--- src/rtl/memwb_pkg.sv ---
// Shared constants and payload layout helpers for the MEM/WB skid stage.
package memwb_pkg;

  localparam int unsigned DATA_W_DEF = 32;
  localparam int unsigned ADDR_W_DEF = 5;

  // Payload layout, LSB first: waddr, aludata, rdata, memtoreg, regwrite.
  localparam int unsigned PAYLOAD_W = 2 + 2 * DATA_W_DEF + ADDR_W_DEF;

  function automatic int unsigned payload_w(input int unsigned dw, input int unsigned aw);
    return 2 + 2 * dw + aw;
  endfunction

  function automatic int unsigned off_waddr();
    return 0;
  endfunction

  function automatic int unsigned off_alu(input int unsigned aw);
    return aw;
  endfunction

  function automatic int unsigned off_rdata(input int unsigned dw, input int unsigned aw);
    return aw + dw;
  endfunction

  function automatic int unsigned off_memtoreg(input int unsigned dw, input int unsigned aw);
    return aw + 2 * dw;
  endfunction

  function automatic int unsigned off_regwrite(input int unsigned dw, input int unsigned aw);
    return aw + 2 * dw + 1;
  endfunction

endpackage

--- src/rtl/memwb_skid_stage_if.sv ---
// MEM-side and WB-side handshake bundle for the MEM/WB stage.
interface memwb_skid_stage_if
  import memwb_pkg::*;
#(
  parameter int unsigned DATA_W = DATA_W_DEF,
  parameter int unsigned ADDR_W = ADDR_W_DEF
);

  logic              valid_i;
  logic              ready_o;
  logic              flush_i;
  logic              regwrite_i;
  logic              memtoreg_i;
  logic [DATA_W-1:0] rdata_i;
  logic [DATA_W-1:0] aludata_i;
  logic [ADDR_W-1:0] waddr_i;
  logic              valid_o;
  logic              ready_i;
  logic              regwrite_o;
  logic              memtoreg_o;
  logic [DATA_W-1:0] rdata_o;
  logic [DATA_W-1:0] aludata_o;
  logic [ADDR_W-1:0] waddr_o;
  logic [DATA_W-1:0] wb_data_o;
  logic              fwd_en_o;
  logic [1:0]        occ_o;

  // Pipeline-control side that drives payloads and consumes results.
  modport master (
    output valid_i, flush_i, regwrite_i, memtoreg_i, rdata_i, aludata_i, waddr_i, ready_i,
    input  ready_o, valid_o, regwrite_o, memtoreg_o, rdata_o, aludata_o, waddr_o,
           wb_data_o, fwd_en_o, occ_o
  );

  // The stage itself.
  modport slave (
    input  valid_i, flush_i, regwrite_i, memtoreg_i, rdata_i, aludata_i, waddr_i, ready_i,
    output ready_o, valid_o, regwrite_o, memtoreg_o, rdata_o, aludata_o, waddr_o,
           wb_data_o, fwd_en_o, occ_o
  );

endinterface

--- src/rtl/memwb_entry.sv ---
// One payload register with valid bit; clear wins over load, invalid means all-zero payload.
module memwb_entry #(
  parameter int unsigned W = 8
) (
  input  logic         clk_i,
  input  logic         start_i,
  input  logic         load_i,
  input  logic         clr_i,
  input  logic [W-1:0] d_i,
  output logic         valid_o,
  output logic [W-1:0] q_o
);

  logic         valid_q;
  logic [W-1:0] data_q;

  // Entry state: clear zeroes the payload so invalid entries never leak stale fields.
  always_ff @(posedge clk_i or negedge start_i) begin
    if (!start_i) begin
      valid_q <= 1'b0;
      data_q  <= '0;
    end else if (clr_i) begin
      valid_q <= 1'b0;
      data_q  <= '0;
    end else if (load_i) begin
      valid_q <= 1'b1;
      data_q  <= d_i;
    end
  end

  assign valid_o = valid_q;
  assign q_o     = data_q;

endmodule

--- src/rtl/memwb_skid_stage.sv ---
// MEM/WB pipeline stage: output entry plus optional skid entry, flush and forwarding tap.
module memwb_skid_stage
  import memwb_pkg::*;
#(
  parameter int unsigned DATA_W  = DATA_W_DEF,
  parameter int unsigned ADDR_W  = ADDR_W_DEF,
  parameter bit          SKID_EN = 1'b1
) (
  input  logic                clk_i,
  input  logic                start_i,
  memwb_skid_stage_if.slave   bus
);

  localparam int unsigned PW     = payload_w(DATA_W, ADDR_W);
  localparam int unsigned O_WA   = off_waddr();
  localparam int unsigned O_ALU  = off_alu(ADDR_W);
  localparam int unsigned O_RD   = off_rdata(DATA_W, ADDR_W);
  localparam int unsigned O_MTR  = off_memtoreg(DATA_W, ADDR_W);
  localparam int unsigned O_RW   = off_regwrite(DATA_W, ADDR_W);

  logic [PW-1:0] in_payload;
  logic [PW-1:0] out_d;
  logic [PW-1:0] out_q;
  logic          out_valid;
  logic          out_load;
  logic          out_clr;
  logic          skid_valid;
  logic          ready;
  logic          accept;
  logic          out_free;

  assign in_payload = {bus.regwrite_i, bus.memtoreg_i, bus.rdata_i, bus.aludata_i, bus.waddr_i};
  assign out_free   = ~out_valid | bus.ready_i;
  assign accept     = bus.valid_i & ready;

  memwb_entry #(.W(PW)) u_out (
    .clk_i   (clk_i),
    .start_i (start_i),
    .load_i  (out_load),
    .clr_i   (out_clr),
    .d_i     (out_d),
    .valid_o (out_valid),
    .q_o     (out_q)
  );

  if (SKID_EN) begin : g_skid
    logic [PW-1:0] skid_q;
    logic          skid_load;
    logic          skid_clr;

    memwb_entry #(.W(PW)) u_skid (
      .clk_i   (clk_i),
      .start_i (start_i),
      .load_i  (skid_load),
      .clr_i   (skid_clr),
      .d_i     (in_payload),
      .valid_o (skid_valid),
      .q_o     (skid_q)
    );

    // Ready comes straight from the skid flop, so WB backpressure never reaches MEM combinationally.
    assign ready = ~skid_valid;

    // Output entry refills from skid first to keep FIFO order; flush overrides everything.
    always_comb begin
      out_load  = 1'b0;
      out_clr   = 1'b0;
      out_d     = in_payload;
      skid_load = 1'b0;
      skid_clr  = 1'b0;
      if (bus.flush_i) begin
        out_clr  = 1'b1;
        skid_clr = 1'b1;
      end else if (out_free) begin
        skid_clr = 1'b1;
        if (skid_valid) begin
          out_load = 1'b1;
          out_d    = skid_q;
        end else if (accept) begin
          out_load = 1'b1;
        end else begin
          out_clr = 1'b1;
        end
      end else if (accept) begin
        skid_load = 1'b1;
      end
    end
  end else begin : g_noskid
    assign skid_valid = 1'b0;
    assign ready      = out_free;

    // Single hold register: load on accept, drain on consume, flush overrides.
    always_comb begin
      out_d    = in_payload;
      out_load = ~bus.flush_i & accept;
      out_clr  = bus.flush_i | (~accept & out_valid & bus.ready_i);
    end
  end

  assign bus.ready_o    = ready;
  assign bus.valid_o    = out_valid;
  assign bus.regwrite_o = out_q[O_RW];
  assign bus.memtoreg_o = out_q[O_MTR];
  assign bus.rdata_o    = out_q[O_RD +: DATA_W];
  assign bus.aludata_o  = out_q[O_ALU +: DATA_W];
  assign bus.waddr_o    = out_q[O_WA +: ADDR_W];
  assign bus.wb_data_o  = out_q[O_MTR] ? out_q[O_RD +: DATA_W] : out_q[O_ALU +: DATA_W];
  assign bus.fwd_en_o   = out_valid & out_q[O_RW] & (out_q[O_WA +: ADDR_W] != '0);
  assign bus.occ_o      = 2'(out_valid) + 2'(skid_valid);

endmodule

--- src/flat_wrapper.sv ---
// flat-port wrapper written by rule: the top's interface ports become plain ports
module memwb_skid_stage_flat import memwb_pkg::*;
#(
  parameter int unsigned DATA_W  = DATA_W_DEF,
  parameter int unsigned ADDR_W  = ADDR_W_DEF,
  parameter bit          SKID_EN = 1'b1
)
  (clk_i, start_i, bus_valid_i, bus_flush_i, bus_regwrite_i, bus_memtoreg_i, bus_rdata_i, bus_aludata_i, bus_waddr_i, bus_ready_i, bus_ready_o, bus_valid_o, bus_regwrite_o, bus_memtoreg_o, bus_rdata_o, bus_aludata_o, bus_waddr_o, bus_wb_data_o, bus_fwd_en_o, bus_occ_o);
  memwb_skid_stage_if #(.DATA_W(DATA_W), .ADDR_W(ADDR_W)) bus_i ();
  input  logic clk_i;
  input  logic start_i;
  input wire logic [$bits(bus_i.valid_i)-1:0] bus_valid_i;
  input wire logic [$bits(bus_i.flush_i)-1:0] bus_flush_i;
  input wire logic [$bits(bus_i.regwrite_i)-1:0] bus_regwrite_i;
  input wire logic [$bits(bus_i.memtoreg_i)-1:0] bus_memtoreg_i;
  input wire logic [$bits(bus_i.rdata_i)-1:0] bus_rdata_i;
  input wire logic [$bits(bus_i.aludata_i)-1:0] bus_aludata_i;
  input wire logic [$bits(bus_i.waddr_i)-1:0] bus_waddr_i;
  input wire logic [$bits(bus_i.ready_i)-1:0] bus_ready_i;
  output wire logic [$bits(bus_i.ready_o)-1:0] bus_ready_o;
  output wire logic [$bits(bus_i.valid_o)-1:0] bus_valid_o;
  output wire logic [$bits(bus_i.regwrite_o)-1:0] bus_regwrite_o;
  output wire logic [$bits(bus_i.memtoreg_o)-1:0] bus_memtoreg_o;
  output wire logic [$bits(bus_i.rdata_o)-1:0] bus_rdata_o;
  output wire logic [$bits(bus_i.aludata_o)-1:0] bus_aludata_o;
  output wire logic [$bits(bus_i.waddr_o)-1:0] bus_waddr_o;
  output wire logic [$bits(bus_i.wb_data_o)-1:0] bus_wb_data_o;
  output wire logic [$bits(bus_i.fwd_en_o)-1:0] bus_fwd_en_o;
  output wire logic [$bits(bus_i.occ_o)-1:0] bus_occ_o;
  assign bus_i.valid_i = bus_valid_i;
  assign bus_i.flush_i = bus_flush_i;
  assign bus_i.regwrite_i = bus_regwrite_i;
  assign bus_i.memtoreg_i = bus_memtoreg_i;
  assign bus_i.rdata_i = bus_rdata_i;
  assign bus_i.aludata_i = bus_aludata_i;
  assign bus_i.waddr_i = bus_waddr_i;
  assign bus_i.ready_i = bus_ready_i;
  assign bus_ready_o = bus_i.ready_o;
  assign bus_valid_o = bus_i.valid_o;
  assign bus_regwrite_o = bus_i.regwrite_o;
  assign bus_memtoreg_o = bus_i.memtoreg_o;
  assign bus_rdata_o = bus_i.rdata_o;
  assign bus_aludata_o = bus_i.aludata_o;
  assign bus_waddr_o = bus_i.waddr_o;
  assign bus_wb_data_o = bus_i.wb_data_o;
  assign bus_fwd_en_o = bus_i.fwd_en_o;
  assign bus_occ_o = bus_i.occ_o;
  memwb_skid_stage #(.DATA_W(DATA_W), .ADDR_W(ADDR_W), .SKID_EN(SKID_EN)) u_core (.clk_i(clk_i), .start_i(start_i), .bus(bus_i));
endmodule
--- config.mk ---
export PLATFORM = sky130hd
export DESIGN_NAME = memwb_skid_stage_flat
export DESIGN_NICKNAME = d
export VERILOG_FILES = /design/src/rtl/memwb_pkg.sv /design/src/rtl/memwb_skid_stage_if.sv /design/src/rtl/memwb_entry.sv /design/src/rtl/memwb_skid_stage.sv /design/src/flat_wrapper.sv
export SDC_FILE = /design/constraint.sdc
export NUM_CORES = 1
export LEC_CHECK = 0
export BUFFER_PORTS_ARGS = -buffer_cell sky130_fd_sc_hd__buf_4
export CAP_MARGIN = 20
export CORE_MARGIN = 3
export CORE_UTILIZATION = 52
export CTS_BUF_LIST = sky130_fd_sc_hd__clkbuf_16
export CTS_CLUSTER_SIZE = 8
export DETAILED_ROUTE_END_ITERATION = 16
export PLACE_DENSITY = 0.8
export SLEW_MARGIN = 40
export SYNTH_ARGS = -nofsm -noshare
export SYNTH_HDL_FRONTEND = slang
export SYNTH_SLANG_ARGS = --single-unit
--- constraint.sdc ---
create_clock -name clk_i -period 2 [get_ports clk_i]
set_input_delay 0.1 -clock clk_i [delete_from_list [all_inputs] [get_ports clk_i]]
set_output_delay 0.1 -clock clk_i [all_outputs]
set_load 0.03 [all_outputs]
==> Implementation_results.wiki <==
{| class="wikitable"
! Metric !! Value
|-
| Critical path launch point type || flip-flop
|-
| Initial Utilization || 54.49%
|-
| Required time reported for the critical path endpoint || 1900 ps
|-
| Worst r2r src || u_core.u_out.valid_o
|-
| Count of final hold-check violations || 0
|-
| Die Ht || 116.8 um
|-
| Compound-gate portion of the synthesized area || 17.20%
|-
| Routability-driven placement congestion ratio || between 0.7 and 0.8
|-
| Adder-Cell Fraction of Synth Area || 0.1961%
|-
| Overall die area || 13640 um2
|-
| TritonCTS clock tree || built
|-
| Drt initial violations || 443
|-
| Post-synthesis simple-gate area fraction || 5.039%
|-
| Largest family of logic cells by synthesized area || compound AO/OA/AOI/OAI gates
|-
| Number of flip-flops and latches in the synthesized netlist || 144
|-
| Total clock buffers created by CTS || 17
|-
| Layer with the highest usage || met2
|-
| Worst-path fanout max || 3
|-
| Number of antenna violations at the first check in global routing || 0
|-
| Post-synthesis average cell area || ~12 um2
|-
| Standard-cell row count || 39
|-
| Type of destination of the critical path || output port
|-
| Post-route DRC violation count || 0
|-
| Pin slew with the least headroom to its limit || between 600 and 700 ps
|-
| R2R setup slack || 320 ps
|-
| Met3 Use GR || 6.632%
|-
| Xor/xnor cell area share of the yosys netlist || 0%
|-
| Post-CTS setup buffer count || 0
|-
| Max Cap Viol || 0
|-
| Vias in the first global route || about 5.6k
|-
| Maximum number of pins on one net before global-route repair || 59
|-
| Leading cell types in the layout, fill and taps excluded || sky130_fd_sc_hd__buf_4, sky130_fd_sc_hd__dfrtp_1, sky130_fd_sc_hd__dlygate4sd3_1
|-
| Run status || finished clean
|-
| Total clock sinks || 144
|-
| Horiz. Die Dim || 116.8 um
|-
| Met1 usage || 33.23%
|-
| R2r worst-path depth || 4
|-
| Wire length per cell after detailed routing || 19.17 um
|-
| Via density per instance || 5.719
|-
| Reg-to-reg endpoint || u_core.g_skid.u_skid.q_o[63]
|-
| Final-report setup violation count || 0
|-
| Proportion of synthesized area in mux cells || 16.78%
|-
| Warnings, synthesis || 0
|-
| Clk Latency, worst-skew pair || 410 ps
|-
| CTS max path bufs || 2
|-
| Top-Level Pins || 184
|-
| Clock slew seen by the registers of the worst setup and hold paths || 60 ps
|-
| Post-layout minimum cycle time || 1843 ps
|-
| Met2 Track Usage GR || 46.00%
|-
| Number of nets in the synthesized netlist || roughly 600
|-
| Antenna violation net count after detailed routing || 0
|-
| Cell variety after synth || 24
|-
| Core Area || about 12000 um2
|-
| Setup Crit Path Kind || flip-flop to output port
|-
| HPWL after detailed placement || 10910 um
|-
| Number of vias after detailed routing || 5284
|-
| Most common cell after layout, fill and taps aside || sky130_fd_sc_hd__buf_4
|-
| Buffer cell driving the clock tree root || sky130_fd_sc_hd__clkbuf_16
|-
| Total negative setup slack || 0 ps
|-
| Fin crit share || 92.14%
|-
| Endpoint of the worst hold path || u_core.g_skid.u_skid.valid_o
|-
| Relative area change from synthesis to final layout || 42.73%
|-
| Setup repair after global routing missed its margin || no
|-
| Global route total overflow || 0
|-
| First drt pass iteration count || 6
|-
| Leakage component of the power || 4.326 nW
|-
| Syn Std Cell Area || 6381 um2
|-
| Detailed-route wire length || 17710 um
|-
| Final core utilization || between 70 and 80%
|-
| Type of the tightest min-delay check || input pin to flip-flop
|-
| Maximum clock frequency || 0.5426 GHz
|-
| Cell depth of the worst min-delay path || 3
|-
| Total global routing track utilization || 26.72%
|-
| Slew Limit Headroom || around three fifths
|-
| Fraction of layout cells with a size suffix above 1 || 42.05%
|-
| Power density over the cells || 761.9 nW/um2
|-
| Wire length of the first global-routing pass || between 20000 and 30000 um
|-
| Total of buffers placed on input and output ports || 183
|-
| Cells after synthesis || 517
|-
| Arrival time at the worst endpoint || 1740 ps
|-
| Peak ir drop on the vdd network || 484.5 uV
|-
| H-tree depth || 4
|-
| Final Slew Violations || 0
|-
| Beginning of the worst hold path || bus_valid_i
|-
| Clock tree skew after final layout || 5.693 ps
|-
| Register area share after synthesis || about 56%
|-
| Post-layout net count || ~840
|}
-- cells in the mapped netlist (all sizes together) --
cell type / n / share of area (%)
dfrtp: 144 / 56
a22o: 71 / 11
mux2i: 71 / 11
nand2: 71 / 4.2
o21ai: 71 / 5.6
mux2: 32 / 5.6
buf: 24 / 3.1
clkbuf: 18 / 1.1
a21oi: 2 / 0.33
inv: 2 / 0.12
nor2: 2 / 0.12
and2b: 1 / 0.14
and3: 1 / 0.098
ha: 1 / 0.20
nor3b: 1 / 0.12
o211ai: 1 / 0.12
o311a: 1 / 0.16
or2b: 1 / 0.12
or3: 1 / 0.098
or3b: 1 / 0.18
-- registers in the layout, summed over array words and instances (netlist names) --
register	flops
u_core.g_skid.u_skid.q_o	71
u_core.u_out.q_o	71
u_core.u_out.valid_o	1
u_core.g_skid.u_skid.valid_o	1
-- how the worst max path moves through the flow --
| stage | cells past startpoint | from | to | slack [ps] |
|---|---|---|---|---|
| 2_1_floorplan | 4 | u_core.u_out.valid_o | u_core.g_skid.u_skid.q_o[49] | 320 |
| 3_3_place_gp | 4 | u_core.u_out.valid_o | u_core.g_skid.u_skid.q_o[57] | 430 |
| 3_5_place_dp | 4 | u_core.u_out.valid_o | u_core.g_skid.u_skid.q_o[34] | 360 |
| 4_1_cts | 3 | u_core.u_out.q_o[1] | bus_fwd_en_o | 140 |
| 5_1_grt | 3 | u_core.u_out.q_o[1] | bus_fwd_en_o | 130 |
| 6_report | 3 | u_core.u_out.q_o[1] | bus_fwd_en_o | 160 |
-- final cells by class --
class                   count  area, um2
flip-flops and latches    144       3603
fillers                   717       2604
multi-input cells         329       2510
repair buffers            273       2273
clock buffers              17      425.4
well taps                 143      178.9
clock inverters            15      106.4
inverters                   2      7.507
diodes                      1      2.502
-- worst max-delay path, stage by stage, from the launching register on --
cell and delay, ps:
sky130_fd_sc_hd__dfrtp_1 400, sky130_fd_sc_hd__or3_1 420, sky130_fd_sc_hd__o311a_1 330, sky130_fd_sc_hd__buf_4 180
-- cell families (layout without fill, tap and decap cells) --
kind of cell / Yosys count / after routing
flip-flops: 144 / 144
adder cells (fa/ha/maj): 1 / 1
multiplexers: 103 / 103
AO/OA/AOI/OAI: 146 / 146
AND/OR/NAND/NOR: 79 / 79
buffers and inverters: 44 / 307
other: 0 / 1
-- per-stage QoR --
step	instances	instance area [um2]	worst slack, ps	hold WS (ps)	power, mW
after floorplan	517	6381	318.4	-195.6	3.558
after global placement	818	7843	434.5	87.21	3.996
after detailed placement	818	7843	361.5	100.2	4.018
after CTS	923	9105	142.3	0.4689	6.970
after global routing	923	9105	126.2	7.032	7.174
final	924	9107	157.2	14.54	6.939
-- per-layer routing --
metal	vias to the layer above	routed length, um	share of wire (%)
met5	-	0	0
met4	0	259	1.5
met3	24	1120	6.3
met2	193	9157	52
met1	2690	7173	41
li1	2377	-	-
-- what timing repair did --
| item | 4_1_cts | 5_1_grt |
|---|---|---|
| hold buffers | 73 | 0 |
| resized for setup | 0 | 0 |
| hold endpoints to repair | 173 | 0 |
-- report_power, final --
part / leakage, nW / switching (mW) / total [mW] / internal [mW]
clock network: 0.261 / 1.18 / 2.85 / 1.67
registers: 1.97 / 0.0756 / 3.08 / 3.00
logic: 2.09 / 0.555 / 1.01 / 0.453
total: 4.33 / 1.81 / 6.94 / 5.13
(Power assumes the default switching activity.)
